`config.mk`:
```
export PLATFORM = sky130hd
export DESIGN_NAME = free_list_banked
export DESIGN_NICKNAME = d
export VERILOG_FILES = /design/src/rtl/free_list_banked_pkg.sv /design/src/rtl/free_list_bank.sv /design/src/rtl/free_list_banked.sv
export SDC_FILE = /design/constraint.sdc
export NUM_CORES = 2
export LEC_CHECK = 0
export ABC_AREA = 1
export ABC_CLOCK_PERIOD_IN_PS = 6500
export CAP_MARGIN = 40
export CELL_PAD_IN_SITES_DETAIL_PLACEMENT = 1
export CELL_PAD_IN_SITES_GLOBAL_PLACEMENT = 1
export CORE_MARGIN = 1
export CORE_UTILIZATION = 35
export DETAILED_ROUTE_END_ITERATION = 8
export PLACE_DENSITY = 0.61
export RECOVER_POWER = 100
export SETUP_SLACK_MARGIN = 0.05
export SYNTH_ARGS = -nofsm -noshare
export SYNTH_HDL_FRONTEND = slang
export SYNTH_SLANG_ARGS = --single-unit
```
`constraint.sdc`:
```
create_clock -name CLK -period 6.5 [get_ports CLK]
set_input_delay 1.3 -clock CLK [delete_from_list [all_inputs] [get_ports CLK]]
set_output_delay 1.3 -clock CLK [all_outputs]
set_load 0.02 [all_outputs]
```
`src/rtl/free_list_banked_pkg.sv`:
```
// free_list_banked_pkg: shared free-list constants and types (default 128 PRs, 4 banks, 32 reserved)
package free_list_banked_pkg;
    localparam int PR_COUNT                      = 128;
    localparam int AR_COUNT                      = 32;
    localparam int FREE_LIST_BANK_COUNT          = 4;
    localparam int LOG_PR_COUNT                  = $clog2(PR_COUNT);
    localparam int LOG_FREE_LIST_BANK_COUNT      = $clog2(FREE_LIST_BANK_COUNT);
    localparam int FREE_LIST_LENGTH_PER_BANK     = PR_COUNT / FREE_LIST_BANK_COUNT;
    localparam int LOG_FREE_LIST_LENGTH_PER_BANK = $clog2(FREE_LIST_LENGTH_PER_BANK);
    localparam int FREE_LIST_RESERVED_PER_BANK   = AR_COUNT / FREE_LIST_BANK_COUNT;
    localparam int FREE_LIST_LOWER_THRESHOLD     = 8;
    localparam int FREE_LIST_UPPER_THRESHOLD     = 24;
    typedef logic [LOG_PR_COUNT-1:0] pr_id_t;
    typedef logic [LOG_FREE_LIST_LENGTH_PER_BANK:0] free_list_count_t;
endpackage

```
`src/rtl/free_list_bank.sv`:
```
// free_list_bank: one circular FIFO bank of free PR ids with optional empty-bank bypass
// Ports: CLK, RST (sync, active-high); enq_valid/enq_pr push a freed PR; deq_req pops the head;
// deq_valid/deq_pr expose the head; count is occupancy; overflow pulses on an enqueue into a full bank.
// FREE_LIST_BYPASS_EN: an empty bank forwards enq_pr straight to deq_pr in the same cycle.
module free_list_bank
    import free_list_banked_pkg::*;
#(
    parameter int LEN        = 32,
    parameter int BANK_IDX   = 0,
    parameter int RPB        = 8,
    parameter int BANK_COUNT = 4,
    parameter int PR_W       = 7
) (
    input  logic                   CLK,
    input  logic                   RST,
    input  logic                   enq_valid,
    input  logic [PR_W-1:0]        enq_pr,
    input  logic                   deq_req,
    output logic                   deq_valid,
    output logic [PR_W-1:0]        deq_pr,
    output logic [$clog2(LEN):0]   count,
    output logic                   overflow
);
    localparam int LOG_LEN = $clog2(LEN);
    localparam int CW      = LOG_LEN + 1;
    localparam logic [CW-1:0] FULL = CW'(LEN);

    logic [PR_W-1:0]    mem [LEN];
    logic [LOG_LEN-1:0] head;
    logic [LOG_LEN-1:0] tail;
    logic               bypass;
    logic               deq_fire;
    logic               enq_acc;

`ifdef FREE_LIST_BYPASS_EN
    assign bypass = (count == '0) && enq_valid;
`else
    assign bypass = 1'b0;
`endif

    assign deq_valid = (count != '0) || bypass;
    assign deq_pr    = bypass ? enq_pr : mem[head];
    assign deq_fire  = deq_req && (count != '0);
    // A bypassed PR consumed in the same cycle never touches storage; a pop frees a slot for the push.
    assign enq_acc   = enq_valid && !(bypass && deq_req) && ((count != FULL) || deq_fire);
    assign overflow  = enq_valid && (count == FULL) && !deq_fire;

    always_ff @(posedge CLK) begin
        if (RST) begin
            head  <= '0;
            tail  <= LOG_LEN'(LEN - RPB);
            count <= CW'(LEN - RPB);
            for (int i = 0; i < LEN; i++)
                mem[i] <= (i < LEN - RPB) ? PR_W'((RPB + i) * BANK_COUNT + BANK_IDX) : '0;
        end else begin
            if (deq_fire)
                head <= head + 1'b1;
            if (enq_acc) begin
                mem[tail] <= enq_pr;
                tail      <= tail + 1'b1;
            end
            count <= count + CW'(enq_acc) - CW'(deq_fire);
        end
    end
endmodule

```
`src/rtl/free_list_banked.sv`:
```
// free_list_banked: banked rename free list with occupancy flags, preferred-bank hint and sticky error
// Ports: CLK, RST (sync, active-high); per-bank enq_valid/enq_pr, deq_req, deq_valid/deq_pr,
// count, low/high threshold flags; preferred_bank = fullest bank (lowest index on ties);
// err_sticky = overflow or wrong-bank enqueue since reset.
// FREE_LIST_BYPASS_EN (passed to every bank): empty banks forward enqueued PRs combinationally.
module free_list_banked #(
    parameter int PR_COUNT        = free_list_banked_pkg::PR_COUNT,
    parameter int BANK_COUNT      = free_list_banked_pkg::FREE_LIST_BANK_COUNT,
    parameter int RESERVED_COUNT  = free_list_banked_pkg::AR_COUNT,
    parameter int LOWER_THRESHOLD = free_list_banked_pkg::FREE_LIST_LOWER_THRESHOLD,
    parameter int UPPER_THRESHOLD = free_list_banked_pkg::FREE_LIST_UPPER_THRESHOLD
) (
    input  logic                                                  CLK,
    input  logic                                                  RST,
    input  logic [BANK_COUNT-1:0]                                 enq_valid_by_bank,
    input  logic [BANK_COUNT-1:0][$clog2(PR_COUNT)-1:0]           enq_pr_by_bank,
    input  logic [BANK_COUNT-1:0]                                 deq_req_by_bank,
    output logic [BANK_COUNT-1:0]                                 deq_valid_by_bank,
    output logic [BANK_COUNT-1:0][$clog2(PR_COUNT)-1:0]           deq_pr_by_bank,
    output logic [BANK_COUNT-1:0][$clog2(PR_COUNT/BANK_COUNT):0]  count_by_bank,
    output logic [BANK_COUNT-1:0]                                 low_by_bank,
    output logic [BANK_COUNT-1:0]                                 high_by_bank,
    output logic [$clog2(BANK_COUNT)-1:0]                         preferred_bank,
    output logic                                                  err_sticky
);
    import free_list_banked_pkg::*;

    localparam int PR_W   = $clog2(PR_COUNT);
    localparam int LEN    = PR_COUNT / BANK_COUNT;
    localparam int CW     = $clog2(LEN) + 1;
    localparam int RPB    = RESERVED_COUNT / BANK_COUNT;
    localparam int BANK_W = $clog2(BANK_COUNT);

    logic [BANK_COUNT-1:0] overflow;
    logic [BANK_COUNT-1:0] mismatch;
    logic [CW-1:0]         best;

    for (genvar b = 0; b < BANK_COUNT; b++) begin : g_bank
        free_list_bank #(
            .LEN(LEN),
            .BANK_IDX(b),
            .RPB(RPB),
            .BANK_COUNT(BANK_COUNT),
            .PR_W(PR_W)
        ) u_bank (
            .CLK(CLK),
            .RST(RST),
            .enq_valid(enq_valid_by_bank[b]),
            .enq_pr(enq_pr_by_bank[b]),
            .deq_req(deq_req_by_bank[b]),
            .deq_valid(deq_valid_by_bank[b]),
            .deq_pr(deq_pr_by_bank[b]),
            .count(count_by_bank[b]),
            .overflow(overflow[b])
        );
        // Bank of a PR is its low bits since BANK_COUNT is a power of two.
        assign mismatch[b]     = enq_valid_by_bank[b] && (enq_pr_by_bank[b][BANK_W-1:0] != BANK_W'(b));
        assign low_by_bank[b]  = count_by_bank[b] < CW'(LOWER_THRESHOLD);
        assign high_by_bank[b] = count_by_bank[b] > CW'(UPPER_THRESHOLD);
    end

    // Strict greater-than keeps the lowest index on ties.
    always_comb begin
        preferred_bank = '0;
        best           = count_by_bank[0];
        for (int i = 1; i < BANK_COUNT; i++)
            if (count_by_bank[i] > best) begin
                best           = count_by_bank[i];
                preferred_bank = BANK_W'(i);
            end
    end

    always_ff @(posedge CLK) begin
        if (RST)
            err_sticky <= 1'b0;
        else
            err_sticky <= err_sticky || (|overflow) || (|mismatch);
    end
endmodule
```
==> results by group <==
Logic synthesis
  • Register area share after synthesis: 60.04%
  • Avg Inst Size Synth: 9.134 µm²
  • Post-Synthesis Cells: 5216
  • Cell area after technology mapping: 0.04764 mm²
  • Count of cell types in the netlist: 39
  • Nets in the synthesized netlist: 5348
  • Number of storage elements in the synthesis netlist: 981
  • Yosys Warn Count: 0

Die
  • Initial Util: 35.21%
  • Count of boundary I/O pins: 105
  • Die span in x: 371.0 µm
  • Core box area: 0.1353 mm²
  • Die outline area: 0.1376 mm²
  • Die H: 371.0 µm
  • Row count: 135

Layout
  • Number of nets in the layout: 5285
  • Fraction of final layout cells sized beyond drive strength 1: 4.900%
  • Final instance area: 0.05325 mm²
  • Synth-to-Final Area Change: 11.77%
  • Post-route non-filler standard cell count: 7027

Power
  • Net switching power: 5395 µW
  • Pwr Density: 323.3 mW/mm²
  • Switching share of total power: 31.34%
  • Share of power burned in combinational logic: 21.7%
  • Leakage power: 0.02000 µW
  • Part of the total power dissipated in sequential elements: 42.5%
  • Clock network fraction of design power: 35.8%
  • Peak supply drop: 690.6 µV
  • Internal: 11820 µW

Run status
  • Outcome: complete, but fails checks
  • Failing checks: max-capacitance violations, max-slew violations

Worst hold path
  • Worst Hold Class: flop to flop

STA
  • Worst Skew: 0.02450 ns
  • Final hold slack: 0.4958 ns
  • Max Fclk: 165.1 MHz
  • Period Utilization, post-route: 93.17%
  • Unrepaired setup endpoints after global routing: no
  • Final period demand of the worst path: 6.056 ns
  • Worst-margin pin slew: 4.552 ns
  • Final setup violation count: 0
  • Post-route worst setup slack: 0.4440 ns
  • Final Hold Fails: 0
  • Rel. slew slack: -203.8%
  • Fin Setup TNS: 0 ns
  • Number of slew-limit violations in the final report: 368

Route
  • Wirelength per Cell: 21.05 µm
  • DRC violations left: 0
  • Vias per std cell: 5.179
  • Detailed-routing iteration count for the pre-antenna-repair pass: 5
  • Number of nets with antenna violations after routing: 0
  • Via count: 36390
  • Wire length after detailed routing: 147.9 mm
  • 1st-iter DRT viols: 2108

GRT
  • Via count of the first global-routing pass: 37472
  • Wire length of the first global-routing pass: 226.7 mm
  • Pin count of the biggest net entering global routing: 101
  • Initial antenna violation count: 2
  • Aggregate global routing overflow: 0
  • Total global routing track utilization: 21.49%

Clock tree
  • Clock latency reported for the late side of the worst-skew pair: 0.72 ns
  • H-tree levels: 3
  • Max clock buf depth: 3
  • Number of sinks handled by clock tree synthesis: 981
  • Hold_buf cts: 0
  • Root Buffer Master: sky130_fd_sc_hd__clkbuf_16
  • Clock transition at the register clock pins on the worst setup and hold paths after CTS: 0.06 ns
  • Clock tree from TritonCTS: yes
  • Number of clock buffers inserted by TritonCTS: 111

Placed design
  • Cell count after placement: 6820
  • Worst slack at placement: 0.6634 ns
  • Post-Place Cell Area: 0.04993 mm²
  • Final weighted congestion in routability-driven placement: 0.8017
  • Detail Placement HPWL: 94.67 mm
  • Count of input and output buffers: 104

Worst setup path
  • Start-to-end type of the worst setup path: flop to output pin
  • Endpoint class of the critical path: output pin
  • Launching element type of the critical path: flop
  • Required time of the critical path: 5.20 ns
  • Minimum setup slack among reg-to-reg paths: 0.86 ns
  • Critical path fanouts, max: 60
  • Endpoint arrival time on the critical path: 4.76 ns

Run
  • Max-Cap Viols: 8
-- layout make-up --
type | instances | area [µm²]
Fill cell | 15405 | 82050
Multi-Input combinational cell | 3687 | 16540
Timing Repair Buffer | 186 | 1629
Inverter | 186 | 700.7
Tap cell | 1781 | 2228
Clock inverter | 38 | 315.3
Sequential cell | 981 | 28630
Clock buffer | 167 | 3204
Antenna cell | 1 | 2.502
-- cells by family (layout without fill, tap and decap cells) --
kind of cell | after synthesis | after routing | synth area share [%]
AND/OR/NAND/NOR | 3476 | 3476 | 30.98
flip-flops | 981 | 981 | 60.04
buffers and inverters | 548 | 577 | 5.024
adder cells (fa/ha/maj) | 94 | 94 | 2.532
other | 0 | 1 | 0
AO/OA/AOI/OAI | 104 | 104 | 1.179
XOR/XNOR | 13 | 13 | 0.2390
-- state kept, by name (all words and copies together), names as in the netlist, named ones only --
signal / cells
err_sticky: 1
g_bank.u_bank.count: 24
g_bank.u_bank.tail: 20
g_bank.u_bank.mem: 896
g_bank.u_bank.head: 20
-- through the flow --
| stage | total power, µW | util [%] |
|---|---|---|
| floorplan | 9794 | - |
| global placement | 11240 | 36.84 |
| detailed placement | 11290 | 36.90 |
| CTS | 17470 | 39.51 |
| global route | 18070 | 39.36 |
| finish | 17220 | 39.36 |
-- power groups by stage --
stage | clock (µW) | sequential (µW) | combinational [µW]
finish | 6160 | 7320 | 3740
global route | 6510 | 7350 | 4210
floorplan | 0 | 7390 | 2400
global placement | 0 | 7450 | 3790
CTS | 6290 | 7320 | 3860
detailed placement | 0 | 7450 | 3840
-- what timing repair did --
item / 4_1_cts / 5_1_grt
buffers inserted: 0 / 1
gates resized for setup: 5 / 8
setup endpoints to repair: 2 / 2
pin swaps: 0 / 1
-- cell usage after synthesis, drive strengths merged --
cell | n | area, µm²
and3 | 1 | 6.260
o21ai | 39 | 195.2
nand3 | 1069 | 5375
nand4 | 54 | 350.3
nand2 | 1630 | 6181
a21oi | 50 | 250.2
and2 | 6 | 37.54
nor3b | 1 | 7.510
nand3b | 4 | 30.03
fa | 4 | 80.08
nor3 | 25 | 151.4
dfxtp | 85 | 1702
o211ai | 1 | 7.510
xor2 | 8 | 70.07
clkbuf | 176 | 660.6
inv | 182 | 683.2
nor2 | 686 | 2623
ha | 90 | 1126
buf | 186 | 1035
a21boi | 4 | 30.03
edfxtp | 896 | 26910
xnor2 | 5 | 43.79
a31o | 3 | 26.28
o21bai | 3 | 22.52
clkinv | 4 | 15.01
o31ai | 4 | 30.03
-- path summary, 6_finish.rpt --
path / depth (start not counted) / to / startpoint
worst max-delay path: 11 / deq_pr_by_bank[24] / flop
worst min-delay path: 1 / flop / g_bank[0].u_bank.head[0]
worst max register to register: 10 / g_bank[3].u_bank.mem[8][1] / g_bank[3].u_bank.count[2]
worst min register to register: 1 / flop / g_bank[0].u_bank.head[0]
-- critical path: stages (launching register included) --
cell and delay, ns:
sky130_fd_sc_hd__dfxtp_4 0.52, sky130_fd_sc_hd__inv_1 1.20, sky130_fd_sc_hd__buf_2 0.77, sky130_fd_sc_hd__nand2_1 0.12, sky130_fd_sc_hd__nand3_1 0.10, sky130_fd_sc_hd__nand3_1 0.12, sky130_fd_sc_hd__nand2_1 0.12, sky130_fd_sc_hd__nand2_1 0.06
sky130_fd_sc_hd__nand2_1 0.12, sky130_fd_sc_hd__nand2_1 0.06, sky130_fd_sc_hd__nand2_1 0.11, sky130_fd_sc_hd__dlygate4sd3_1 0.69
-- per-layer routing --
| metal | part of all wire (%) | routed length (µm) | global-route usage [%] | vias up |
|---|---|---|---|---|
| met5 | 0.0088 | 13 | 0 | - |
| met4 | 2.1 | 3133 | 5.674 | 2 |
| met3 | 4.2 | 6224 | 2.938 | 178 |
| met2 | 47 | 70030 | 35.80 | 559 |
| met1 | 46 | 68540 | 29.27 | 18201 |
| li1 | - | - | - | 17450 |
-- layout by cell type (no fill, tap or decap), types with 58 or more instances in the layout --
master	netlist	final
sky130_fd_sc_hd__clkbuf_1	176	58
sky130_fd_sc_hd__clkbuf_16	0	116
sky130_fd_sc_hd__dfxtp_1	85	76
sky130_fd_sc_hd__dlygate4sd3_1	0	58
sky130_fd_sc_hd__edfxtp_1	896	896
sky130_fd_sc_hd__ha_1	90	90
sky130_fd_sc_hd__inv_1	173	165
sky130_fd_sc_hd__nand2_1	1611	1628
sky130_fd_sc_hd__nand3_1	1064	1065
sky130_fd_sc_hd__nor2_1	680	682
Note: power is estimated with default switching activity, not from simulation.
